**src/rtl/decoder_10b8b_rx.sv**
```systemverilog
// decoder_10b8b_rx
//   Receive-side 10b/8b decoder with running-disparity tracking, code and
//   disparity error flags, and a comma-based word-sync state machine.
//   One registered output stage; one group accepted per cycle.
// Ports
//   clk, rst          rising-edge clock, synchronous active-high reset
//   rx_valid, rx_code input code group, [9:4]=abcdei, [3:0]=fghj
//   dec_valid         registered decode valid
//   dec_data, dec_k   decoded byte {HGF,EDCBA} and K-symbol flag
//   comma_det         K28.1 / K28.5 / K28.7 seen
//   code_err          group not in either RD column of the code table
//   disp_err          legal group arriving at the wrong running disparity
//   rd_out            running disparity after the group (1 = positive)
//   sync_ok           word-sync FSM is in SYNC
module decoder_10b8b_rx #(
    parameter int LOCK_COMMAS = 3,
    parameter int LOSS_ERRS   = 4,
    parameter int GOOD_RUN    = 4
) (
    input  logic       clk,
    input  logic       rst,
    input  logic       rx_valid,
    input  logic [9:0] rx_code,
    output logic       dec_valid,
    output logic [7:0] dec_data,
    output logic       dec_k,
    output logic       comma_det,
    output logic       code_err,
    output logic       disp_err,
    output logic       rd_out,
    output logic       sync_ok
);

    typedef struct packed {
        logic       ok;
        logic       k;
        logic [2:0] y;
    } dec4_t;

    typedef enum logic [1:0] {LOS, ACQ, SYNC} state_t;

    // 4b decode for a given RD at the 4b boundary (mid=1 positive).
    // Weight-1 patterns and 0011 are the RD+ forms; folding them onto the
    // RD- form leaves a single lookup. The alternate x.7 form is legal only
    // after D11/13/14 at RD+ or D17/18/20 at RD-, where the primary form is
    // then illegal; after D23/27/29/30 it is the K.x.7 symbol.
    function automatic dec4_t dec4(input logic mid, input logic [4:0] x,
                                   input logic [3:0] f);
        dec4_t      r;
        logic [3:0] n;
        logic [2:0] ones;
        logic       col_ok, a7_ok, kx;
        r      = '0;
        ones   = 3'($countones(f));
        n      = (ones == 3'd1 || f == 4'b0011) ? ~f : f;
        col_ok = mid ? (ones <= 3'd2 && f != 4'b1100)
                     : (ones >= 3'd2 && f != 4'b0011);
        a7_ok  = mid ? (x == 5'd11 || x == 5'd13 || x == 5'd14)
                     : (x == 5'd17 || x == 5'd18 || x == 5'd20);
        kx     = (x == 5'd23 || x == 5'd27 || x == 5'd29 || x == 5'd30);
        case (n)
            4'b1011: begin r.ok = 1'b1; r.y = 3'd0; end
            4'b1001: begin r.ok = 1'b1; r.y = 3'd1; end
            4'b0101: begin r.ok = 1'b1; r.y = 3'd2; end
            4'b1100: begin r.ok = 1'b1; r.y = 3'd3; end
            4'b1101: begin r.ok = 1'b1; r.y = 3'd4; end
            4'b1010: begin r.ok = 1'b1; r.y = 3'd5; end
            4'b0110: begin r.ok = 1'b1; r.y = 3'd6; end
            4'b1110: begin r.ok = !a7_ok; r.y = 3'd7; end
            4'b0111: begin r.ok = a7_ok || kx; r.k = kx; r.y = 3'd7; end
            default: ;
        endcase
        r.ok = r.ok && col_ok;
        return r;
    endfunction

    logic [5:0] s6, n6;
    logic [3:0] f4, k4, ones10;
    logic [2:0] ones6, ones4, ky;
    logic [4:0] x;
    logic       v6, k28, kok, can_n, can_p, mid_n, mid_p;
    dec4_t      rn, rp, sel;
    logic       valid_c, k_c, comma_c, disp_c, rd6, rd_nxt, err;
    logic [7:0] data_c;

    state_t     state, state_nxt;
    logic [3:0] comma_cnt, comma_cnt_nxt, err_cnt, err_cnt_nxt;
    logic [3:0] good_cnt, good_cnt_nxt;

    assign s6    = rx_code[9:4];
    assign f4    = rx_code[3:0];
    assign ones6 = 3'($countones(s6));
    assign ones4 = 3'($countones(f4));

    // 6b lookup on the RD- form; weight-2 blocks and 000111 are RD+ forms
    // and are complemented first (111100/000011 fall to default).
    always_comb begin
        n6  = (ones6 == 3'd2 || s6 == 6'b000111) ? ~s6 : s6;
        v6  = 1'b1;
        k28 = 1'b0;
        x   = 5'd0;
        case (n6)
            6'b100111: x = 5'd0;   6'b011101: x = 5'd1;
            6'b101101: x = 5'd2;   6'b110001: x = 5'd3;
            6'b110101: x = 5'd4;   6'b101001: x = 5'd5;
            6'b011001: x = 5'd6;   6'b111000: x = 5'd7;
            6'b111001: x = 5'd8;   6'b100101: x = 5'd9;
            6'b010101: x = 5'd10;  6'b110100: x = 5'd11;
            6'b001101: x = 5'd12;  6'b101100: x = 5'd13;
            6'b011100: x = 5'd14;  6'b010111: x = 5'd15;
            6'b011011: x = 5'd16;  6'b100011: x = 5'd17;
            6'b010011: x = 5'd18;  6'b110010: x = 5'd19;
            6'b001011: x = 5'd20;  6'b101010: x = 5'd21;
            6'b011010: x = 5'd22;  6'b111010: x = 5'd23;
            6'b110011: x = 5'd24;  6'b100110: x = 5'd25;
            6'b010110: x = 5'd26;  6'b110110: x = 5'd27;
            6'b001110: x = 5'd28;  6'b101110: x = 5'd29;
            6'b011110: x = 5'd30;  6'b101011: x = 5'd31;
            6'b001111: begin x = 5'd28; k28 = 1'b1; end
            default:   v6 = 1'b0;
        endcase
    end

    // K28.y: 4b folded to the form that follows 110000.
    always_comb begin
        k4  = (ones6 == 3'd4) ? ~f4 : f4;
        kok = 1'b1;
        ky  = 3'd0;
        case (k4)
            4'b1011: ky = 3'd0;  4'b0110: ky = 3'd1;
            4'b1010: ky = 3'd2;  4'b1100: ky = 3'd3;
            4'b1101: ky = 3'd4;  4'b0101: ky = 3'd5;
            4'b1001: ky = 3'd6;  4'b0111: ky = 3'd7;
            default: kok = 1'b0;
        endcase
    end

    always_comb begin
        // A balanced 6b block is legal in both RD columns, so its 4b block
        // is tried against both possible mid-group disparities.
        can_n   = v6 && !k28 && ones6 >= 3'd3 && s6 != 6'b000111;
        can_p   = v6 && !k28 && ones6 <= 3'd3 && s6 != 6'b111000;
        mid_n   = (ones6 == 3'd4);
        mid_p   = (ones6 != 3'd2);
        rn      = dec4(mid_n, x, f4);
        rp      = dec4(mid_p, x, f4);
        sel     = (can_n && rn.ok) ? rn : rp;
        valid_c = k28 ? kok : ((can_n && rn.ok) || (can_p && rp.ok));
        data_c  = k28 ? {ky, 5'd28} : {sel.y, x};
        k_c     = k28 | sel.k;
        comma_c = k28 && (ky == 3'd1 || ky == 3'd5 || ky == 3'd7);
        if (!valid_c) begin
            data_c  = 8'h00;
            k_c     = 1'b0;
            comma_c = 1'b0;
        end

        // Unbalanced blocks must oppose the incoming RD; 000111/0011 are
        // the RD+ forms and 111000/1100 the RD- forms, so those four must
        // match the incoming RD.
        disp_c = (ones6 > 3'd3 && rd_out) || (ones6 < 3'd3 && !rd_out) ||
                 (s6 == 6'b000111 && !rd_out) || (s6 == 6'b111000 && rd_out);
        rd6    = (ones6 > 3'd3 || s6 == 6'b000111) ? 1'b1 :
                 (ones6 < 3'd3 || s6 == 6'b111000) ? 1'b0 : rd_out;
        disp_c = disp_c || (ones4 > 3'd2 && rd6) || (ones4 < 3'd2 && !rd6) ||
                 (f4 == 4'b0011 && !rd6) || (f4 == 4'b1100 && rd6);
        rd_nxt = (ones4 > 3'd2 || f4 == 4'b0011) ? 1'b1 :
                 (ones4 < 3'd2 || f4 == 4'b1100) ? 1'b0 : rd6;

        ones10 = 4'(ones6) + 4'(ones4);
        if (!valid_c) begin
            disp_c = 1'b0;
            rd_nxt = (ones10 > 4'd5) ? 1'b1 : (ones10 < 4'd5) ? 1'b0 : rd_out;
        end
        err = !valid_c || disp_c;
    end

    always_ff @(posedge clk) begin
        if (rst) begin
            state     <= LOS;
            comma_cnt <= 4'd0;
            err_cnt   <= 4'd0;
            good_cnt  <= 4'd0;
        end else begin
            state     <= state_nxt;
            comma_cnt <= comma_cnt_nxt;
            err_cnt   <= err_cnt_nxt;
            good_cnt  <= good_cnt_nxt;
        end
    end

    always_comb begin
        state_nxt     = state;
        comma_cnt_nxt = comma_cnt;
        err_cnt_nxt   = err_cnt;
        good_cnt_nxt  = good_cnt;
        if (rx_valid) begin
            case (state)
                LOS: if (comma_c && !err) begin
                    if (LOCK_COMMAS <= 1) begin
                        state_nxt    = SYNC;
                        err_cnt_nxt  = 4'd0;
                        good_cnt_nxt = 4'd0;
                    end else begin
                        state_nxt     = ACQ;
                        comma_cnt_nxt = 4'd1;
                    end
                end
                ACQ: if (err) begin
                    state_nxt     = LOS;
                    comma_cnt_nxt = 4'd0;
                end else if (comma_c) begin
                    if (int'(comma_cnt) + 1 >= LOCK_COMMAS) begin
                        state_nxt     = SYNC;
                        comma_cnt_nxt = 4'd0;
                        err_cnt_nxt   = 4'd0;
                        good_cnt_nxt  = 4'd0;
                    end else begin
                        comma_cnt_nxt = comma_cnt + 4'd1;
                    end
                end
                SYNC: if (err) begin
                    good_cnt_nxt = 4'd0;
                    if (int'(err_cnt) + 1 >= LOSS_ERRS) begin
                        state_nxt   = LOS;
                        err_cnt_nxt = 4'd0;
                    end else begin
                        err_cnt_nxt = err_cnt + 4'd1;
                    end
                end else if (int'(good_cnt) + 1 >= GOOD_RUN) begin
                    good_cnt_nxt = 4'd0;
                    err_cnt_nxt  = (err_cnt != 4'd0) ? err_cnt - 4'd1 : 4'd0;
                end else begin
                    good_cnt_nxt = good_cnt + 4'd1;
                end
                default: state_nxt = LOS;
            endcase
        end
    end

    always_ff @(posedge clk) begin
        if (rst) begin
            dec_valid <= 1'b0;
            dec_data  <= 8'h00;
            dec_k     <= 1'b0;
            comma_det <= 1'b0;
            code_err  <= 1'b0;
            disp_err  <= 1'b0;
            rd_out    <= 1'b0;
            sync_ok   <= 1'b0;
        end else if (rx_valid) begin
            dec_valid <= 1'b1;
            dec_data  <= data_c;
            dec_k     <= k_c;
            comma_det <= comma_c;
            code_err  <= !valid_c;
            disp_err  <= disp_c;
            rd_out    <= rd_nxt;
            sync_ok   <= (state_nxt == SYNC);
        end else begin
            dec_valid <= 1'b0;
            comma_det <= 1'b0;
            code_err  <= 1'b0;
            disp_err  <= 1'b0;
        end
    end

endmodule

```
**config.mk**
```make
export PLATFORM = sky130hd
export DESIGN_NAME = decoder_10b8b_rx
export DESIGN_NICKNAME = d
export VERILOG_FILES = /design/src/rtl/decoder_10b8b_rx.sv
export SDC_FILE = /design/constraint.sdc
export NUM_CORES = 1
export LEC_CHECK = 0
export ABC_CLOCK_PERIOD_IN_PS = 16000
export BUFFER_PORTS_ARGS = -buffer_cell sky130_fd_sc_hd__buf_2
export CAP_MARGIN = 15
export CORE_AREA = 4 4 95 97
export DETAILED_ROUTE_END_ITERATION = 10
export DIE_AREA = 0 0 99 101
export PLACE_DENSITY = 0.66
export SYNTH_ARGS = -nofsm -noshare
export SYNTH_HDL_FRONTEND = slang
export SYNTH_SLANG_ARGS = --single-unit
```
**constraint.sdc**
```tcl
create_clock -name clk -period 16 [get_ports clk]
set_clock_uncertainty 0.05 [all_clocks]
set_input_delay 2.4 -clock clk [delete_from_list [all_inputs] [get_ports clk]]
set_output_delay 2.4 -clock clk [all_outputs]
set_load 0.02 [all_outputs]
```
==> results.json <==
{
  "status": "completed",
  "start_kind": "primary input",
  "synth-simple-area-share_pct": 28.5,
  "period_minus_slack_ns": 7.60,
  "synthAdderAreaFrac_pct": 9.03,
  "drive_gt1_share_pct": 11.6,
  "postCtsSetupBuffers": 0,
  "setup_violations": 0,
  "grt_use_met2_pct": 32.6,
  "drv_slew": 0,
  "drc_errors": 0,
  "use_met1_pct": 27.7,
  "postLayoutCellArea_um2": 3830,
  "cts.sinks": 29,
  "wirelength_um": 10300,
  "ant_nets": 0,
  "path_common_cell": "fa_1",
  "vdd_drop_max_v": 0.0000247,
  "viasPerCell": 6.36,
  "netlist_top_cells_count": "nor2_1, nand2_1, o21ai_0",
  "leakage_nw": 1.52,
  "cts_resized": 0,
  "tns_ns": 0,
  "ctsHoldBuffers": 0,
  "fin_nets": 528,
  "critPathTopFamily": "adder cells",
  "synth_compound_area_share_pct": 35.3,
  "synth-main-ff-cell": "dfxtp_1",
  "overflow": 0,
  "setup.worst_path.class": "in -> reg",
  "synthesis.instances": 488,
  "synthMuxAreaShare_pct": 3.44,
  "area_growth_pct": 6.46,
  "cts_buffer_depth": 2,
  "ys_seq_area_share_pct": 16.1,
  "cts_tree": "yes",
  "worstHoldPathType": "reg -> reg",
  "crit_path_end_kind": "register",
  "synth.top_cell.area_share_pct": 16.1,
  "avgSynthCellArea_um2": 7.38,
  "grt_pass1_wl_um": 16900,
  "io_buffers": 27,
  "synth_cell_types": 80,
  "ctsHtreeMaxLevel": 2,
  "met3_usage_pct": 2.84,
  "synth-seq-cells": 29,
  "cts_buffers": 5,
  "tightest_slew_ns": 0.883,
  "routedWlPerCell_um": 17.2,
  "synth_top_family_by_area": "compound AO/OA/AOI/OAI gates",
  "finalHoldViolCount": 0,
  "required_ns": 16.12,
  "antenna_found_initial": 0,
  "insertion_delay_ns": 0.29,
  "reg2reg_slack_ns": 13.14,
  "dieArea_um2": 10000,
  "finalWeightedCongestion": 0.983,
  "worstPathCellList": "buf_2 -> fa_1 -> inv_1 -> fa_1 -> inv_1 -> ha_1 -> fa_1 -> or3b_1 -> mux2i_2 -> nor3_1 -> a211o_1 -> or4_4 -> o311ai_2 -> o21a_1 -> nor2_1 -> a31oi_1 -> o22ai_1",
  "synth_edf_count": 0,
  "clkTransAtPathRegs_ns": 0.06,
  "ys_top_cells_by_area": "dfxtp_1, ha_1, o21ai_0",
  "grt_max_degree": 31,
  "max-slew-margin-rel_pct": 41.1,
  "antenna_cells": 0,
  "dp_hpwl_um": 7590,
  "vias": 3804,
  "first_pass_iters": 5,
  "synth_area_um2": 3600,
  "place_area_um2": 3730,
  "async_flop_share_pct": 0,
  "synth.largest_area_cell": "dfxtp_1",
  "min_period_over_period_pct": 47.5,
  "first_iter_violations": 354,
  "critPathBufInv": 3,
  "grt_usage_pct": 20.2,
  "cpMaxStageDelayCell": "or3b_1",
  "grt-busiest-layer": "met2",
  "grt_pass1_vias": 3428,
  "grt_setup_unrepaired": "no",
  "power_density_nw_per_um2": 74.9,
  "fp.dieH_um": 101,
  "cp_max_fo": 22,
  "root_buffer": "clkbuf_8",
  "core_area_um2": 8130,
  "yosys.area_share.xor_xnor_pct": 1.22,
  "yosysMostFrequentCell": "nor2_1",
  "yosysWarnings": 0,
  "cp_data_arrival_time_ns": 7.72,
  "syn-num-nets": 524,
  "fmax_mhz": 132,
  "ios": 28,
  "placementRows": 33,
  "critPathMaxStageDelay_ns": 0.76,
  "start_util_pct": 44.3,
  "die_w_um": 99,
  "max_cap_viol_count": 0
}
==> flip-flops by register name, summed over array words and instances, names as in the netlist, 2 cells and up <==
name and flops:
good_cnt 4, state 2, err_cnt 4, comma_cnt 4, dec_data 8
==> path summary, 6_finish.rpt <==
kind | startpoint | end | depth (start not counted)
worst min register to register | good_cnt[3]$_SDFFE_PP0P_ | good_cnt[3]$_SDFFE_PP0P_ | 1
worst max-delay path | rx_code[4] | err_cnt[1]$_SDFFE_PP0P_ | 17
worst max register to register | rd_out$_SDFFE_PP0P_ | good_cnt[1]$_SDFFE_PP0P_ | 8
worst min-delay path | good_cnt[3]$_SDFFE_PP0P_ | good_cnt[3]$_SDFFE_PP0P_ | 1
==> power by group <==
part	switching, W	internal (W)	leakage, nW
combinational	0.0000906	0.0000528	1.23
sequential	0.00000181	0.0000742	0.234
clock	0.0000289	0.0000388	0.0542
total	0.000121	0.000166	1.52
==> worst reg2reg max path: stages, from the launching register on <==
cell      delay, ns
dfxtp_1        0.37
nand3_1        0.10
a31oi_1        0.06
or4b_1         0.50
a21oi_1        0.48
o311ai_2       0.21
o21a_1         0.34
or4_1          0.55
a21oi_1        0.14
==> cells by family (layout without fill, tap and decap cells) <==
| kind of cell | Yosys count | in the layout |
|---|---|---|
| AO/OA/AOI/OAI | 173 | 173 |
| XOR/XNOR | 5 | 5 |
| adder cells (fa/ha/maj) | 23 | 23 |
| buffers and inverters | 53 | 58 |
| flip-flops | 29 | 29 |
| multiplexers | 12 | 12 |
| AND/OR/NAND/NOR | 193 | 193 |
==> per-stage QoR <==
stage / util, % / cells / hold WS [ns] / total power [W] / setup WS (ns)
after floorplan: - / 488 / 0.370 / 0.000191 / 8.96
after global placement: 45.9 / 590 / 0.387 / 0.000216 / 8.28
after detailed placement: 45.9 / 590 / 0.400 / 0.000218 / 8.11
after CTS: 47.1 / 598 / 0.415 / 0.000287 / 8.44
after global routing: 47.1 / 598 / 0.438 / 0.000306 / 8.10
final: 47.1 / 598 / 0.408 / 0.000287 / 8.40
==> layout make-up <==
class                   instances  area [um^2]
clock buffers                   7         96.3
repair buffers                 28          143
multi-input cells             406         2800
fillers                       807         4300
flip-flops and latches         29          581
inverters                      22         82.6
clock inverters                 1         5.00
well taps                     105          131
==> routing by layer <==
| layer | vias up | part of all wire, % |
|---|---|---|
| met1 | 1774 | 45 |
| met4 | 0 | 1.8 |
| li1 | 1840 | - |
| met3 | 19 | 7.0 |
| met2 | 171 | 46 |
| met5 | - | 0 |
==> cell usage in the layout, fill, tap and decap left out, types with 5 or more instances in the layout <==
| cell type | count |
|---|---|
| o221ai_1 | 5 |
| nand3_1 | 21 |
| buf_2 | 27 |
| o22ai_1 | 6 |
| inv_1 | 22 |
| a22oi_1 | 7 |
| a211oi_1 | 11 |
| clkbuf_8 | 7 |
| a221oi_1 | 6 |
| a31oi_1 | 8 |
| a21oi_1 | 21 |
| nor2_1 | 45 |
| nor3_1 | 13 |
| nor2b_1 | 12 |
| a22o_1 | 10 |
| nand2_1 | 39 |
| fa_1 | 5 |
| o21ai_0 | 36 |
| a21o_1 | 6 |
| dfxtp_1 | 29 |
| mux2i_1 | 11 |
| nand2b_1 | 14 |
| ha_1 | 18 |
| o211ai_1 | 9 |
(Power assumes the default switching activity.)
